==> config.mk <==
export PLATFORM = sky130hd
export DESIGN_NAME = fetch_unit
export DESIGN_NICKNAME = d
export VERILOG_FILES = /design/src/rtl/core_pkg.sv /design/src/rtl/fifo.sv /design/src/rtl/fetch_unit.sv
export SDC_FILE = /design/constraint.sdc
export NUM_CORES = 1
export LEC_CHECK = 0
export CORE_MARGIN = 1
export CORE_UTILIZATION = 44
export DETAILED_ROUTE_END_ITERATION = 10
export GPL_TIMING_DRIVEN = 0
export PLACE_DENSITY = 0.67
export SETUP_SLACK_MARGIN = 0.2
export SYNTH_ARGS = -nofsm -noshare
export SYNTH_HDL_FRONTEND = slang
export SYNTH_SLANG_ARGS = --single-unit
==> constraint.sdc <==
create_clock -name clk_i -period 6.8 [get_ports clk_i]
set_input_delay 1.02 -clock clk_i [delete_from_list [all_inputs] [get_ports clk_i]]
set_output_delay 1.02 -clock clk_i [all_outputs]
set_load 0.05 [all_outputs]
==> src/rtl/core_pkg.sv <==
// Shared core types: default datapath widths and the fetch tag that follows
// each instruction-memory request until its response returns.
package core_pkg;

  localparam int Xlen     = 64;
  localparam int Ilen     = 32;
  localparam int MaskBits = Xlen / 8;

  typedef struct packed {
    logic [Xlen-1:0] pc;
    logic            epoch;
  } fetch_tag_t;

endpackage

==> src/rtl/fifo.sv <==
// Synchronous FIFO with a flush input.
// Flush takes priority over push and pop in the same cycle.
module fifo #(
  parameter int Width     = 8,
  parameter int DepthLog2 = 2
) (
  input  logic               clk_i,
  input  logic               rst_i,
  input  logic               flush_i,
  input  logic               push_i,
  input  logic [Width-1:0]   wdata_i,
  input  logic               pop_i,
  output logic [Width-1:0]   rdata_o,
  output logic               empty_o,
  output logic [DepthLog2:0] count_o
);

  localparam int Depth = 1 << DepthLog2;
  localparam int CntW  = DepthLog2 + 1;

  logic [Width-1:0]     mem_q [Depth];
  logic [DepthLog2-1:0] wr_ptr_q;
  logic [DepthLog2-1:0] rd_ptr_q;
  logic [CntW-1:0]      count_q;
  logic                 full_s;
  logic                 do_push_s;
  logic                 do_pop_s;

  assign full_s    = (count_q == CntW'(Depth));
  assign empty_o   = (count_q == '0);
  assign do_push_s = push_i && !full_s && !flush_i;
  assign do_pop_s  = pop_i && !empty_o && !flush_i;
  assign rdata_o   = mem_q[rd_ptr_q];
  assign count_o   = count_q;

  always_ff @(posedge clk_i or posedge rst_i) begin
    if (rst_i) begin
      wr_ptr_q <= '0;
      rd_ptr_q <= '0;
      count_q  <= '0;
    end else if (flush_i) begin
      wr_ptr_q <= '0;
      rd_ptr_q <= '0;
      count_q  <= '0;
    end else begin
      if (do_push_s) wr_ptr_q <= wr_ptr_q + DepthLog2'(1);
      if (do_pop_s)  rd_ptr_q <= rd_ptr_q + DepthLog2'(1);
      case ({do_push_s, do_pop_s})
        2'b10:   count_q <= count_q + CntW'(1);
        2'b01:   count_q <= count_q - CntW'(1);
        default: count_q <= count_q;
      endcase
    end
  end

  // Storage carries no reset; validity is tracked by the pointers.
  always_ff @(posedge clk_i) begin
    if (do_push_s) mem_q[wr_ptr_q] <= wdata_i;
  end

endmodule

==> src/rtl/fetch_unit.sv <==
// Instruction fetch: credit-limited request issue, in-order tag queue and
// epoch-based squash on redirect. Define FETCH_STATS_EN for fetch/squash counters.
module fetch_unit #(
  parameter int              Xlen           = core_pkg::Xlen,
  parameter int              Ilen           = core_pkg::Ilen,
  parameter int              DepthLog2      = 2,
  parameter int              MaxOutstanding = 2,
  parameter logic [Xlen-1:0] ResetPc        = '0
) (
  input  logic              clk_i,
  input  logic              rst_i,
  input  logic              redirect_valid_i,
  input  logic [Xlen-1:0]   redirect_pc_i,
  output logic              inst_valid_o,
  input  logic              inst_ready_i,
  output logic [Xlen-1:0]   inst_pc_o,
  output logic [Ilen-1:0]   inst_data_o,
  input  logic              instmem_ready_i,
  output logic              instmem_valid_o,
  output logic [Xlen-1:0]   instmem_addr_o,
  output logic [Xlen-1:0]   instmem_wdata_o,
  output logic [Xlen/8-1:0] instmem_wmask_o,
  input  logic [Xlen-1:0]   instmem_rdata_i,
  input  logic              instmem_rvalid_i
`ifdef FETCH_STATS_EN
  ,
  output logic [31:0]       fetched_cnt_o,
  output logic [31:0]       squashed_cnt_o
`endif
);

  import core_pkg::*;

  localparam int Depth  = 1 << DepthLog2;
  localparam int PtrW   = (MaxOutstanding > 1) ? $clog2(MaxOutstanding) : 1;
  localparam int OutW   = $clog2(MaxOutstanding + 1);
  localparam int TagPcW = $bits(fetch_tag_t) - 1;

  function automatic logic [PtrW-1:0] ptr_inc(input logic [PtrW-1:0] p);
    if (p == PtrW'(MaxOutstanding - 1)) begin
      return '0;
    end else begin
      return p + PtrW'(1);
    end
  endfunction

  fetch_tag_t           tag_q [MaxOutstanding];
  logic [Xlen-1:0]      fetch_pc_q, fetch_pc_d;
  logic                 epoch_q, epoch_d;
  logic [PtrW-1:0]      tag_wr_q, tag_wr_d;
  logic [PtrW-1:0]      tag_rd_q, tag_rd_d;
  logic [OutW-1:0]      outst_q, outst_d;
  logic [Xlen-1:0]      target_s;
  logic [Xlen-1:0]      tag_pc_s;
  logic                 tag_epoch_s;
  logic                 credit_s, issue_s, rsp_s, accept_s, squash_s;
  logic [Ilen-1:0]      inst_sel_s;
  logic [DepthLog2:0]   buf_cnt_s;
  logic                 buf_empty_s;
  logic [Xlen+Ilen-1:0] buf_rdata_s;
  logic                 unused_s;

  assign target_s        = {redirect_pc_i[Xlen-1:2], 2'b00};
  assign tag_pc_s        = Xlen'(tag_q[tag_rd_q].pc);
  assign tag_epoch_s     = tag_q[tag_rd_q].epoch;
  assign instmem_valid_o = credit_s && !rst_i;
  assign instmem_addr_o  = redirect_valid_i ? target_s : fetch_pc_q;
  assign instmem_wdata_o = '0;
  assign instmem_wmask_o = '0;
  assign issue_s         = instmem_valid_o && instmem_ready_i;
  assign rsp_s           = instmem_rvalid_i && (outst_q != '0);
  assign accept_s        = rsp_s && !redirect_valid_i && (tag_epoch_s == epoch_q);
  assign squash_s        = rsp_s && !accept_s;
  assign inst_sel_s      = (Xlen == 64 && tag_pc_s[2]) ? Ilen'(instmem_rdata_i >> 6'd32)
                                                       : Ilen'(instmem_rdata_i);
  assign unused_s        = ^redirect_pc_i[1:0];

  // Credit check and next-state; a redirect empties the buffer, so its occupancy stops counting.
  always_comb begin
    int occ;
    occ        = redirect_valid_i ? 0 : int'(buf_cnt_s);
    credit_s   = (int'(outst_q) < MaxOutstanding) && ((int'(outst_q) + occ) < Depth);
    epoch_d    = epoch_q;
    fetch_pc_d = fetch_pc_q;
    if (redirect_valid_i) begin
      epoch_d    = ~epoch_q;
      fetch_pc_d = issue_s ? (target_s + Xlen'(4)) : target_s;
    end else if (issue_s) begin
      fetch_pc_d = fetch_pc_q + Xlen'(4);
    end else begin
      fetch_pc_d = fetch_pc_q;
    end
    tag_wr_d = issue_s ? ptr_inc(tag_wr_q) : tag_wr_q;
    tag_rd_d = rsp_s ? ptr_inc(tag_rd_q) : tag_rd_q;
    case ({issue_s, rsp_s})
      2'b10:   outst_d = outst_q + OutW'(1);
      2'b01:   outst_d = outst_q - OutW'(1);
      default: outst_d = outst_q;
    endcase
  end

  always_ff @(posedge clk_i or posedge rst_i) begin
    if (rst_i) begin
      fetch_pc_q <= {ResetPc[Xlen-1:2], 2'b00};
      epoch_q    <= 1'b0;
      tag_wr_q   <= '0;
      tag_rd_q   <= '0;
      outst_q    <= '0;
    end else begin
      fetch_pc_q <= fetch_pc_d;
      epoch_q    <= epoch_d;
      tag_wr_q   <= tag_wr_d;
      tag_rd_q   <= tag_rd_d;
      outst_q    <= outst_d;
    end
  end

  // A request issued during a redirect already belongs to the new epoch.
  always_ff @(posedge clk_i) begin
    if (issue_s) tag_q[tag_wr_q] <= '{pc: TagPcW'(instmem_addr_o), epoch: epoch_d};
  end

  fifo #(
    .Width     (Xlen + Ilen),
    .DepthLog2 (DepthLog2)
  ) u_ibuf (
    .clk_i   (clk_i),
    .rst_i   (rst_i),
    .flush_i (redirect_valid_i),
    .push_i  (accept_s),
    .wdata_i ({tag_pc_s, inst_sel_s}),
    .pop_i   (inst_ready_i),
    .rdata_o (buf_rdata_s),
    .empty_o (buf_empty_s),
    .count_o (buf_cnt_s)
  );

  assign inst_valid_o = !buf_empty_s;
  assign inst_pc_o    = buf_rdata_s[Xlen+Ilen-1:Ilen];
  assign inst_data_o  = buf_rdata_s[Ilen-1:0];

`ifdef FETCH_STATS_EN
  logic [31:0] fetched_cnt_q;
  logic [31:0] squashed_cnt_q;

  always_ff @(posedge clk_i or posedge rst_i) begin
    if (rst_i) begin
      fetched_cnt_q  <= 32'd0;
      squashed_cnt_q <= 32'd0;
    end else begin
      if (accept_s) fetched_cnt_q  <= fetched_cnt_q + 32'd1;
      if (squash_s) squashed_cnt_q <= squashed_cnt_q + 32'd1;
    end
  end

  assign fetched_cnt_o  = fetched_cnt_q;
  assign squashed_cnt_o = squashed_cnt_q;
`endif

endmodule

Yosys cells after proc, flatten, opt, wreduce, memory -nomap -nowiden
Memory sizes are Yosys's and may differ from the RTL's.
Index checks and enable logic that the tools add are counted.
{"block": "totals", "n_memories": 2, "mem_bits_rw": 514, "romBits": 0, "regBits": 76, "latch_bits": 0}
{"block": "op_classes", "multipliers": 0, "n_addsub": 11, "muxes": 20, "eq_ne": 6, "magnitude_cmp": 2, "n_shift": 0, "div_mod_pow": 0, "n_reduce_logical": 21, "bitwise_logic": 1}
{"memory": "u_ibuf.mem_q", "words": 4, "width": 96, "rd": 1, "rd_ports_with_merged_regs": 0, "wr": 1, "line": "fifo.sv:21", "rtl": "logic [Width-1:0] mem_q [Depth];"}
{"memory": "tag_q", "words": 2, "width": 65, "rd": 1, "rd_ports_with_merged_regs": 0, "wr": 1, "line": "fetch_unit.sv:47", "rtl": "fetch_tag_t tag_q [MaxOutstanding];"}
{"cell": "2-to-1 mux 64 bit", "count": 4}
{"cell": "adder 64 x 3 -> 64 bit, second input constant", "count": 2}
{"cell": "2-to-1 mux 32 bit", "count": 1}
{"cell": "logical AND 1 bit", "count": 10}
{"cell": "nonzero test 2 bit", "count": 5}
{"cell": "2-to-1 mux 2 bit", "count": 4}
{"cell": "2-to-1 mux 1 bit", "count": 7}
{"cell": "adder 2 x 1 -> 2 bit, second input constant", "count": 3}
{"cell": "2-to-1 mux 3 bit", "count": 2}
{"cell": "case mux 3 bit (2 select lines)", "count": 1}
{"cell": "adder 2 x 3 -> 4 bit", "count": 1}
{"cell": "equality test 2 x 1 -> 1 bit, second input constant", "count": 2}
{"cell": "equality test 2 bit, second input constant", "count": 2}
{"cell": "logical NOT 1 bit", "count": 4}
{"cell": "less-than comparator 4 x 3 -> 1 bit, second input constant", "count": 1}
{"cell": "case mux 2 bit (2 select lines)", "count": 1}
{"cell": "adder 3 x 1 -> 3 bit, second input constant", "count": 1}
{"cell": "equality test 3 bit, second input constant", "count": 1}
{"cell": "logical NOT 3 bit", "count": 1}
{"cell": "nonzero test 3 bit", "count": 1}
{"cell": "subtractor 3 x 1 -> 3 bit, second input constant", "count": 1}
{"cell": "adder 1 bit, second input constant", "count": 2}
{"cell": "less-than comparator 2 bit, second input constant", "count": 1}
{"cell": "subtractor 2 x 1 -> 2 bit, second input constant", "count": 1}
{"cell": "2 further kinds", "count": 2}

Logic depth before layout (Yosys ltp)
{"block": "depth", "depth_word": 9, "ltp_mapped": 15, "depth_no_buf": 9}

Hierarchy
From an unflattened synthesis, not the netlist that was laid out.
{"block": "unflattened", "cells_unflattened": 1556, "area_unflattened_um2": 25939.9}
{"module": "fifo", "instances": 1, "seq_area_each_um2": 11706.2, "area_per_inst_um2": 14378.8, "cells_per_inst": 565}
{"module": "fetch_unit", "instances": 1, "seq_area_each_um2": 5520.3, "area_per_inst_um2": 11561.1, "cells_per_inst": 991}

Worst setup path before layout
OpenSTA, ideal clock, no wires.
{"block": "synth_timing", "path_type": "input port to flip-flop", "from": "input redirect_valid_i", "to": "memory tag_q[0][0] (netlist name), enable pin", "setup_ns": 0.487, "n_path_buf": 6, "arrival_ns": 6.011, "path_slack_ns": 0.302, "t_required_ns": 6.313, "stages": 12, "path_cell_list": "clkbuf_1 clkbuf_1 buf_1 nor2b_1 ha_1 nor4b_2 o21a_1 buf_4 inv_2 buf_2 buf_1 nor2_1"}
{"block": "synth_between", "elab_chain_len": 8}
{"item": "start, declared", "line": "fetch_unit.sv:12", "rtl": "input logic redirect_valid_i,"}
{"item": "2-to-1 mux 3 bit", "line": "fetch_unit.sv:81", "rtl": "occ = redirect_valid_i ? 0 : int'(buf_cnt_s);"}
{"item": "adder 2 x 3 -> 4 bit", "line": "fetch_unit.sv:82", "rtl": "credit_s = (int'(outst_q) < MaxOutstanding) && ((int'(outst_q) + occ) < Depth);"}
{"item": "less-than comparator 4 x 3 -> 1 bit", "line": "fetch_unit.sv:82"}
{"item": "logical AND 1 bit", "line": "fetch_unit.sv:82"}
{"item": "logical AND 1 bit", "line": "fetch_unit.sv:66", "rtl": "assign instmem_valid_o = credit_s && !rst_i;"}
{"item": "logical AND 1 bit", "line": "fetch_unit.sv:70", "rtl": "assign issue_s = instmem_valid_o && instmem_ready_i;"}
{"item": "2-to-1 mux 1 bit", "line": "fetch_unit.sv:120", "rtl": "if (issue_s) tag_q[tag_wr_q] <= '{pc: TagPcW'(instmem_addr_o), epoch: epoch_d};"}
{"item": "2-to-1 mux 1 bit (not written as such)", "line": "fetch_unit.sv:120"}
{"item": "end, declared", "line": "fetch_unit.sv:47"}
Every way passes these cells.

Final worst setup path
{"block": "layout_timing", "from": "input redirect_valid_i", "to": "output instmem_valid_o"}
{"block": "layout_between", "elab_chain_len": 5}
{"item": "2-to-1 mux 3 bit", "line": "fetch_unit.sv:81"}
{"item": "adder 2 x 3 -> 4 bit", "line": "fetch_unit.sv:82"}
{"item": "less-than comparator 4 x 3 -> 1 bit", "line": "fetch_unit.sv:82"}
{"item": "logical AND 1 bit", "line": "fetch_unit.sv:82"}
{"item": "logical AND 1 bit", "line": "fetch_unit.sv:66"}
{"item": "end, declared", "line": "fetch_unit.sv:19", "rtl": "output logic instmem_valid_o,"}
Every way passes these cells.

==> out/qor.txt <==
Ys flop type: edfxtp_1
Status: finished, final reports clean
Initial antenna violation count: 6
Starting density of the core: 44.8%
Maxcap violations: 0
WL/cell: 23.2 um
Static leakage: 10.7 nW
Placement Rows: 87
Fraction of layout cells with a size suffix above 1: 23.0%
Worst min path class: reg2reg
Period minus WS final: 5.78 ns
Synth async-reset ratio: 12.7%
Grt ovf: 0
Hold path cells: 1
Root Driver: clkbuf_16
Commonest non-fill, non-tap cell in the layout: edfxtp_1
Ys Warns: 0
R2R Setup Slk: 2.78 ns
Final WL: 63200 um
Hold Buf Count CTS: 0
Type of the worst setup path: in2out
Clk_skew: 0.0159 ns
Pin count of the biggest net entering global routing: 53
CTS H-tree depth: 2
DP HPWL: 43400 um
Worst-margin pin slew: 1.25 ns
Internal power: 7.59 mW
Comb pwr share: 32.5%
Number of global-route vias before repair: 14.8k
Critical path required time: 5.78 ns
Area growth, synth to finish: 24.6%
Nets: 2060
Max-slew violations: 0
Io pins: 368
Die area: 0.0587 mm2
Overall Power: 11.4 mW
Cells after Synth: 1483
Worst vdd ir: 0.236 mV
First-pass GRT wire length: 93800 um
Switching fraction of total power: 33.3%
Post CTS Setup Buffer Count: 0
Worst Hold Launch: epoch_q$_DFF_PP0_
Reg2Reg Depth: 11
Via count: 14.6k
Worst Hold Endpoint: epoch_q$_DFF_PP0_
Fillers: 4524
Max Freq: 173 MHz
Antenna-violating nets left: 0
Synthesized flop and latch total: 582
First-pass DRT Iterations: 6
Number of DRC markers in iteration 0: 972
Startpoint Class: input pin
Final hold violations: 0
Setup Viol. Count Final: 0
Fin crit share: 85.0%
Max Fanout on Critical Path: 10
Floorplan core area: 0.0567 mm2
Clock buffer depth: 3
RSZ-0062 raised after global routing: no
Antenna diode count: 0
Worst-Skew Late Latency: 0.62 ns
Seq/Total Area, Yosys: 67.3%
Crit path DAT: 4.76 ns
Slew HR: 16.2%
Vias per Instance: 5.34
Reg power frac: 39.7%
Mapped Area: 0.0254 mm2
GP Congestion: 0.882
Post-CTS Resized: 0
FF-to-FF End: tag_q[0][27]$_DFFE_PP_
Setup_tns: 0 ns
Die height: 242 um
Critical path endpoint category: primary output
Mapped Avg Cell Area: 17.1 um2
WHS: 0.538 ns
PD cells: 360 mW/mm2
CTS tree: built
Leading cell types in the layout, fill and taps excluded: 508 x edfxtp_1, 290 x clkdlybuf4s50_1, 154 x mux2_2, 96 x mux4_2
Psw: 3.79 mW
Pre-CTS WS: 0.620 ns
Worst Slack Setup Final: 1.02 ns
EDFF count, synth: 508
GRT Total Usage: 21.5%
Die span in x: 242 um
IO buf count: 290
Clock network fraction of total power: 27.8%
CTS Buf Count: 59
Count of cell types in the netlist: 49
Clock slew at the register clock pins of the worst setup and hold paths: 0.05 ns
Sink Count: 582
DRC: 0
Reg-to-reg startpoint: u_ibuf.count_o[1]$_DFFE_PP0P_
==> sequential cells by signal, summed over array words and instances, names as in the netlist <==
signal / flops
u_ibuf.mem_q: 380
u_ibuf.rd_ptr_q: 2
epoch_q: 1
outst_q: 2
u_ibuf.count_o: 3
fetch_pc_q: 62
tag_q: 128
tag_wr_q: 1
u_ibuf.wr_ptr_q: 2
tag_rd_q: 1
==> metal layers <==
layer,routed length (um),share of wire [%],global-route usage [%]
met3,4060,6.4,4.85
met1,26900,42,28.9
met5,64,0.10,0
met2,30800,49,35.3
met4,1390,2.2,5.58
==> synthesized netlist by cell type (2+ instances only) <==
cell / instances / area share, %
mux4_2: 96 / 8.5
nand3_1: 44 / 0.87
mux2i_1: 52 / 2.0
ha_1: 8 / 0.39
buf_1: 19 / 0.28
or4_4: 4 / 0.18
o21ai_0: 9 / 0.18
nand2_1: 57 / 0.84
o21a_1: 2 / 0.059
nor4_2: 7 / 0.34
nand4_1: 38 / 0.94
buf_2: 5 / 0.098
a21oi_1: 6 / 0.12
and2_1: 9 / 0.22
buf_4: 76 / 2.2
nand4_2: 2 / 0.098
nor2_1: 39 / 0.58
clkbuf_1: 32 / 0.47
or3_1: 3 / 0.074
edfxtp_1: 508 / 60
xnor2_1: 59 / 2.0
a31oi_1: 2 / 0.049
nor4_1: 14 / 0.34
nor3b_1: 2 / 0.059
and4_1: 8 / 0.28
nor3_1: 25 / 0.49
inv_1: 13 / 0.19
dfrtp_1: 74 / 7.3
xor2_1: 72 / 2.5
and3_1: 26 / 0.64
mux2_2: 154 / 6.8
==> critical path, cell delays in order <==
cell and delay, ns:
clkbuf_1 0.41, clkbuf_1 0.50, buf_1 0.70, nor2b_1 0.11, ha_1 0.31, a31oi_1 0.51
nor2_1 0.09, nor4_1 0.21, clkdlybuf4s50_1 0.87
==> power groups by stage <==
stage / clock, mW / sequential, mW / combinational (mW)
2_1_floorplan: 0 / 4.57 / 2.54
3_3_place_gp: 0 / 4.62 / 3.66
3_5_place_dp: 0 / 4.60 / 3.74
4_1_cts: 3.23 / 4.52 / 3.75
5_1_grt: 3.37 / 4.55 / 3.89
6_report: 3.16 / 4.52 / 3.70
==> worst max-delay path by stage <==
stage | from | endpoint | slack, ns
after global placement | redirect_valid_i | tag_q[0][27]$_DFFE_PP_ | -3.39
after floorplan | redirect_valid_i | tag_q[0][0]$_DFFE_PP_ | 0.30
final | redirect_valid_i | instmem_valid_o | 1.02
after detailed placement | redirect_valid_i | tag_q[0][27]$_DFFE_PP_ | 0.62
after CTS | redirect_valid_i | instmem_valid_o | 1.07
after global routing | redirect_valid_i | instmem_valid_o | 0.97
==> logic make-up after synthesis <==
logic type / synth area share (%)
buffers and inverters: 3.35
adder cells (fa/ha/maj): 0.473
flip-flops: 67.3
XOR/XNOR: 4.52
multiplexers: 17.4
AO/OA/AOI/OAI: 0.601
other: 0.0148
AND/OR/NAND/NOR: 6.31
==> area by class of cell <==
class	instances	area [um2]	share of cell area (%)
tap	756	946	2.99
sequential	582	17100	54.0
buffer	133	798	2.52
timing repair buffer	298	3110	9.82
clock inverter	25	219	0.692
multi-input combinational	829	7750	24.5
clock buffer	86	1680	5.30
inverter	14	55.1	0.174
==> metrics by stage <==
stage                     cells  area, um2  utilization [%]
after floorplan            1558      25700                -
after global placement     2604      29500             52.1
after detailed placement   2612      29800             52.5
after CTS                  2723      31700             55.8
after global routing       2723      31700             55.8
final                      2723      31700             55.8
Power figures use the tool's default switching activity.
